[src/rtl/serial_adder.sv]
// Bit-serial LSB-first adder: one full-adder slice plus a carry flop, producing
// a WIDTH-bit sum and carry-out after WIDTH run cycles, flagged by a done strobe.
module serial_adder #(
    parameter int WIDTH = 8
) (
    input  logic             clk,
    input  logic             rst,
    input  logic             start,
    input  logic [WIDTH-1:0] a,
    input  logic [WIDTH-1:0] b,
    input  logic             cin,
    output logic             busy,
    output logic             done,
    output logic [WIDTH-1:0] sum,
    output logic             cout
);

    localparam int CNT_W = $clog2(WIDTH + 1);

    typedef enum logic [1:0] {
        IDLE = 2'd0,
        RUN  = 2'd1,
        DONE = 2'd2
    } state_t;

    state_t             state;
    state_t             state_next;
    logic [WIDTH-1:0]   sa;
    logic [WIDTH-1:0]   sb;
    logic [WIDTH-1:0]   partial;
    logic [WIDTH-1:0]   partial_next;
    logic [CNT_W-1:0]   count;
    logic               carry;
    logic               carry_next;
    logic               s;
    logic               last;

    assign s          = sa[0] ^ sb[0] ^ carry;
    assign carry_next = (sa[0] & sb[0]) | (sa[0] & carry) | (sb[0] & carry);
    assign last       = (count == CNT_W'(WIDTH - 1));

    // A 1-bit result has no upper partial bits to shift down.
    generate
        if (WIDTH == 1) begin : g_one
            assign partial_next = s;
        end else begin : g_multi
            assign partial_next = {s, partial[WIDTH-1:1]};
        end
    endgenerate

    always_comb begin
        state_next = state;
        case (state)
            IDLE:    state_next = start ? RUN : IDLE;
            RUN:     state_next = last ? DONE : RUN;
            DONE:    state_next = start ? RUN : IDLE;
            default: state_next = IDLE;
        endcase
    end

    always_ff @(posedge clk) begin
        if (rst) begin
            state   <= IDLE;
            sa      <= '0;
            sb      <= '0;
            partial <= '0;
            count   <= '0;
            carry   <= 1'b0;
            sum     <= '0;
            cout    <= 1'b0;
        end else begin
            state <= state_next;
            case (state)
                IDLE, DONE: begin
                    if (start) begin
                        sa      <= a;
                        sb      <= b;
                        carry   <= cin;
                        count   <= '0;
                        partial <= '0;
                    end
                end
                RUN: begin
                    sa      <= sa >> 1;
                    sb      <= sb >> 1;
                    carry   <= carry_next;
                    partial <= partial_next;
                    count   <= count + CNT_W'(1);
                    // Result registers update only on completion, so shift state never leaks out.
                    if (last) begin
                        sum  <= partial_next;
                        cout <= carry_next;
                    end
                end
                default: ;
            endcase
        end
    end

    assign busy = (state == RUN);
    assign done = (state == DONE);

endmodule

[config.mk]
export PLATFORM = sky130hd
export DESIGN_NAME = serial_adder
export DESIGN_NICKNAME = d
export VERILOG_FILES = /design/src/rtl/serial_adder.sv
export SDC_FILE = /design/constraint.sdc
export NUM_CORES = 1
export LEC_CHECK = 0
export CORE_ASPECT_RATIO = 1.25
export CORE_MARGIN = 5
export CORE_UTILIZATION = 46
export CTS_CLUSTER_DIAMETER = 40
export DETAILED_ROUTE_END_ITERATION = 10
export PLACE_DENSITY = 0.75
export SLEW_MARGIN = 40
export SYNTH_ARGS = -nofsm -noshare
export SYNTH_HDL_FRONTEND = slang
export SYNTH_SLANG_ARGS = --single-unit
[constraint.sdc]
create_clock -name clk -period 1.2 [get_ports clk]
set_clock_uncertainty 0.05 [all_clocks]
set_input_delay 0.24 -clock clk [delete_from_list [all_inputs] [get_ports clk]]
set_output_delay 0.24 -clock clk [all_outputs]
set_load 0.02 [all_outputs]
==> impl.org <==
** Outcome
- The run finished, with violations left.
- Violated checks :: negative setup slack

** Logic synthesis
- The cell count after synthesis came out at 178.
- Number of synthesized register bits :: 39
- By area the synthesized netlist is led by dfxtp_1 (47%), a21oi_1 (8.4%), nand3_1 (7.8%).
- For this run, the register share of the synthesized area comes to 0.468.
- Of all cell types, the one taking the most synthesized area is dfxtp_1.
- Number of distinct library cells after synthesis :: 26
- Counting every net in the synthesized netlist gives 200.
- Mean post-synth cell area :: 9.36 sq um
- Of the post-synthesis cell area, the dominant cell type holds 0.468.
- Cell area after synthesis :: 0.00167 sq mm
- Synth warn :: 0

** Die
- In this run the core area contains 24 standard-cell rows.
- The initial utilization of the core area, before any placement, comes to 0.478.
- The die is 77.3 microns tall.
- The die is 63.8 microns wide.
- Area inside the core boundary :: 0.00348 sq mm
- The die covers 0.00493 sq mm.
- Total I/O pin count :: 31

** GRT
- Total global routing track utilization :: 0.169
- The first global-routing pass estimated 6690 microns of wire.
- Number of global-route vias before repair :: 1532
- Antenna violations before repair :: 0
- Final global-route overflow total :: 0
- Pin count of the biggest net entering global routing :: 31

** STA
- Of the available clock period, the critical path in the final layout requires 1.07.
- Final setup violating endpoints :: 29
- Max-slew headroom at the worst pin :: 0.847
- Setup repair after global routing could not meet its margin everywhere.
- Least setup slack across all paths after layout :: -0.0888 ns
- Worst Tran Pin Value :: 0.228 ns
- WHS :: 0.421 ns
- Max Transition Viols Final :: 0
- Based on the critical path, the design can be clocked at up to 776 MHz.
- The total count of hold-check failures in the final report was 0.
- Tmin final :: 1.29 ns

** Finish
- In the final layout, the share of cells above drive strength 1 is 0.396.
- Leaving out fill and tap cells, the most frequent cells in the layout are dfxtp_1 (34), nand3_1 (26), nand2b_1 (19), clkdlybuf4s50_1 (18), a21oi_1 (17).
- The library cell used most frequently in the layout, excluding fill and tap cells, is dfxtp_1.
- Nets :: 246
- For this run, the number of standard cells in the final layout without fillers is 264.
- Diode count :: 0
- Final design area excluding fillers :: 0.00254 sq mm
- Growth of design area from synthesis to finish :: 52.4%

** Worst hold path
- The tightest min-delay check is of the register to register type.

** Clocking
- After clock tree synthesis, the clock-pin slew on the worst setup and hold paths is 0.08 ns.
- TritonCTS built the clock tree.
- Number of sinks driven by the clock tree :: 39
- Clock latency of the later-clocked register in the worst-skew pair :: 0.29 ns
- The number of hold buffers added after CTS was 0.
- Clock buffer count from CTS :: 5
- The H-tree was split into 2 levels.
- Clock tree root buffer cell :: clkbuf_8
- Maximum number of buffers from clock root to sink :: 2

** Worst setup path
- Longest individual stage delay on the worst path :: 0.33 ns
- The critical path runs through a total of 6 cells.
- Data on the critical path is required at its endpoint by 1.33 ns.
- Maximum net fanout on the critical path :: 6
- Worst R2R Setup Slack :: -0.09 ns
- Worst-path cell with the longest stage delay :: dfxtp_2
- Launching instance or port of the critical path :: state[1]$_SDFF_PP0_
- The worst setup path is launched from a register.
- Critical path capture point :: carry$_SDFFE_PP0P_
- Sequence of cells on the critical path :: nand2b_4, clkinv_4, buf_8, clkbuf_16, a22oi_2, a21oi_1
- Kind of capture point of the worst setup path :: register
- The worst setup path is of the register to register kind.
- At the worst endpoint, the arrival time is 1.42 ns.
- In this design, the largest share of critical-path delay is due to buffers and inverters.
- Number of cells traversed by the worst register-to-register path :: 6
- Worst path bufs/invs :: 3
- In this run the critical register-to-register path is captured at carry$_SDFFE_PP0P_.
- Launch instance of the worst register-to-register path :: state[1]$_SDFF_PP0_

** Job
- Max-cap violations in this run came to 0.

** Power and ir drop
- The design draws 3.06 mW.
- Static leakage :: 0.947 nW
- Dividing total power by cell area gives a power density of 1210 mW/mm^2.
- IR drop worst, VDD :: 1.26 mV

** Place
- Gpl congestion :: 0.713
- Pre-CTS WS :: -0.410 ns
- Once detailed placement completed, the half-perimeter wirelength came to 2400 microns.
- Count of buffers inserted at the top-level ports :: 30
- After detailed placement, the total cell area comes to 0.00207 sq mm.
- Once placement completed, the tool counted placed cells totaling 247.

** Detailed routing
- Dividing the detail-routed via count by the number of cells gives 5.66.
- Antenna viol nets, final :: 0
- The first routing iteration left 100 violations.
- Via count of the routed design :: 1495
- WL final :: 4540 microns
- Number of iterations in the first detailed-routing pass :: 4
- For this run, design rule violations remaining after detail routing come to 0.
- Dividing the detail-routed wire length by the instance count gives 17.2 microns.
-- per-layer routing --
layer | share of wire | track usage | wire length (microns) | up-vias
met2 | 0.54 | 0.309 | 2430 | 43
met4 | 0.024 | 0.0624 | 110 | 0
met3 | 0.051 | 0.0512 | 233 | 12
met5 | 0 | 0 | 0 | -
li1 | - | - | - | 717
met1 | 0.39 | 0.177 | 1760 | 723
-- report_power, final --
group | total, mW | switching, mW | internal (mW) | leakage, nW
logic | 0.550 | 0.253 | 0.297 | 0.566
clock network | 1.13 | 0.454 | 0.672 | 0.0612
registers | 1.39 | 0.0421 | 1.34 | 0.320
-- worst min path at each step --
stage	startpoint	to	slack, ns	cells after the start
floorplan	a[7]	sa[7]$_SDFFE_PP0P_	0.33	2
global placement	sa[1]$_SDFFE_PP0P_	sa[1]$_SDFFE_PP0P_	0.40	2
detailed placement	partial[4]$_SDFFE_PP0P_	partial[3]$_SDFFE_PP0P_	0.41	2
CTS	partial[4]$_SDFFE_PP0P_	partial[3]$_SDFFE_PP0P_	0.42	2
global route	partial[4]$_SDFFE_PP0P_	partial[3]$_SDFFE_PP0P_	0.44	2
finish	sum[6]$_SDFFE_PP0P_	sum[6]$_SDFFE_PP0P_	0.42	2
-- cells by family (layout without fill, tap and decap cells) --
kind of cell / count (synthesis) / after routing / synth area share
AO/OA/AOI/OAI: 44 / 44 / 0.159
adder cells (fa/ha/maj): 2 / 2 / 0.0195
buffers and inverters: 16 / 62 / 0.0623
flip-flops: 39 / 39 / 0.468
multiplexers: 11 / 11 / 0.0698
AND/OR/NAND/NOR: 66 / 67 / 0.221
-- synthesized netlist by cell type --
cell type,n
nand4_1,1
clkbuf_1,3
nor2_8,1
buf_1,1
a21oi_1,28
a22oi_1,15
nand2b_1,20
nor2b_1,2
fa_1,1
buf_2,1
mux2i_1,9
dfxtp_1,39
nor3_1,1
mux2_4,1
ha_1,1
nor2_1,2
nand2b_2,1
buf_6,1
nand3_1,26
nand2_1,10
a211oi_2,1
clkinv_2,1
buf_4,9
mux2_1,1
nor3b_1,1
nand3b_1,1
-- state kept, by name, indices dropped and copies added (netlist names) --
register  flops
state         2
count         4
sb            8
carry         1
sum           8
cout          1
sa            8
partial       7
-- worst min-delay path, stage by stage, from the launching register on --
cell	delay [ns]
dfxtp_1	0.31
nand2b_1	0.06
mux2i_1	0.05
-- cell type report --
cell class,instances,area [sq um]
clock buffer,6,82.6
clock inverter,2,35.0
fill,232,943
inverter,1,8.76
multi-input combinational,124,976
sequential,39,790
tap,39,48.8
timing repair buffer,53,599
-- timing repair --
action | in CTS | in global routing
gates resized for setup | 72 | 38
setup endpoints to repair | 49 | 48
pin swaps | 11 | 25
buffers inserted | 2 | 1
cloned | 4 | 2
hold endpoints to repair | 0 | 0
-- stage by stage --
step,utilization,setup TNS [ns]
2_1_floorplan,-,-0.158
3_3_place_gp,0.594,-8.68
4_1_cts,0.696,-0.564
5_1_grt,0.729,-2.72
3_5_place_dp,0.594,-10.36
6_report,0.729,-0.763
Note: power is estimated with default switching activity, not from simulation.
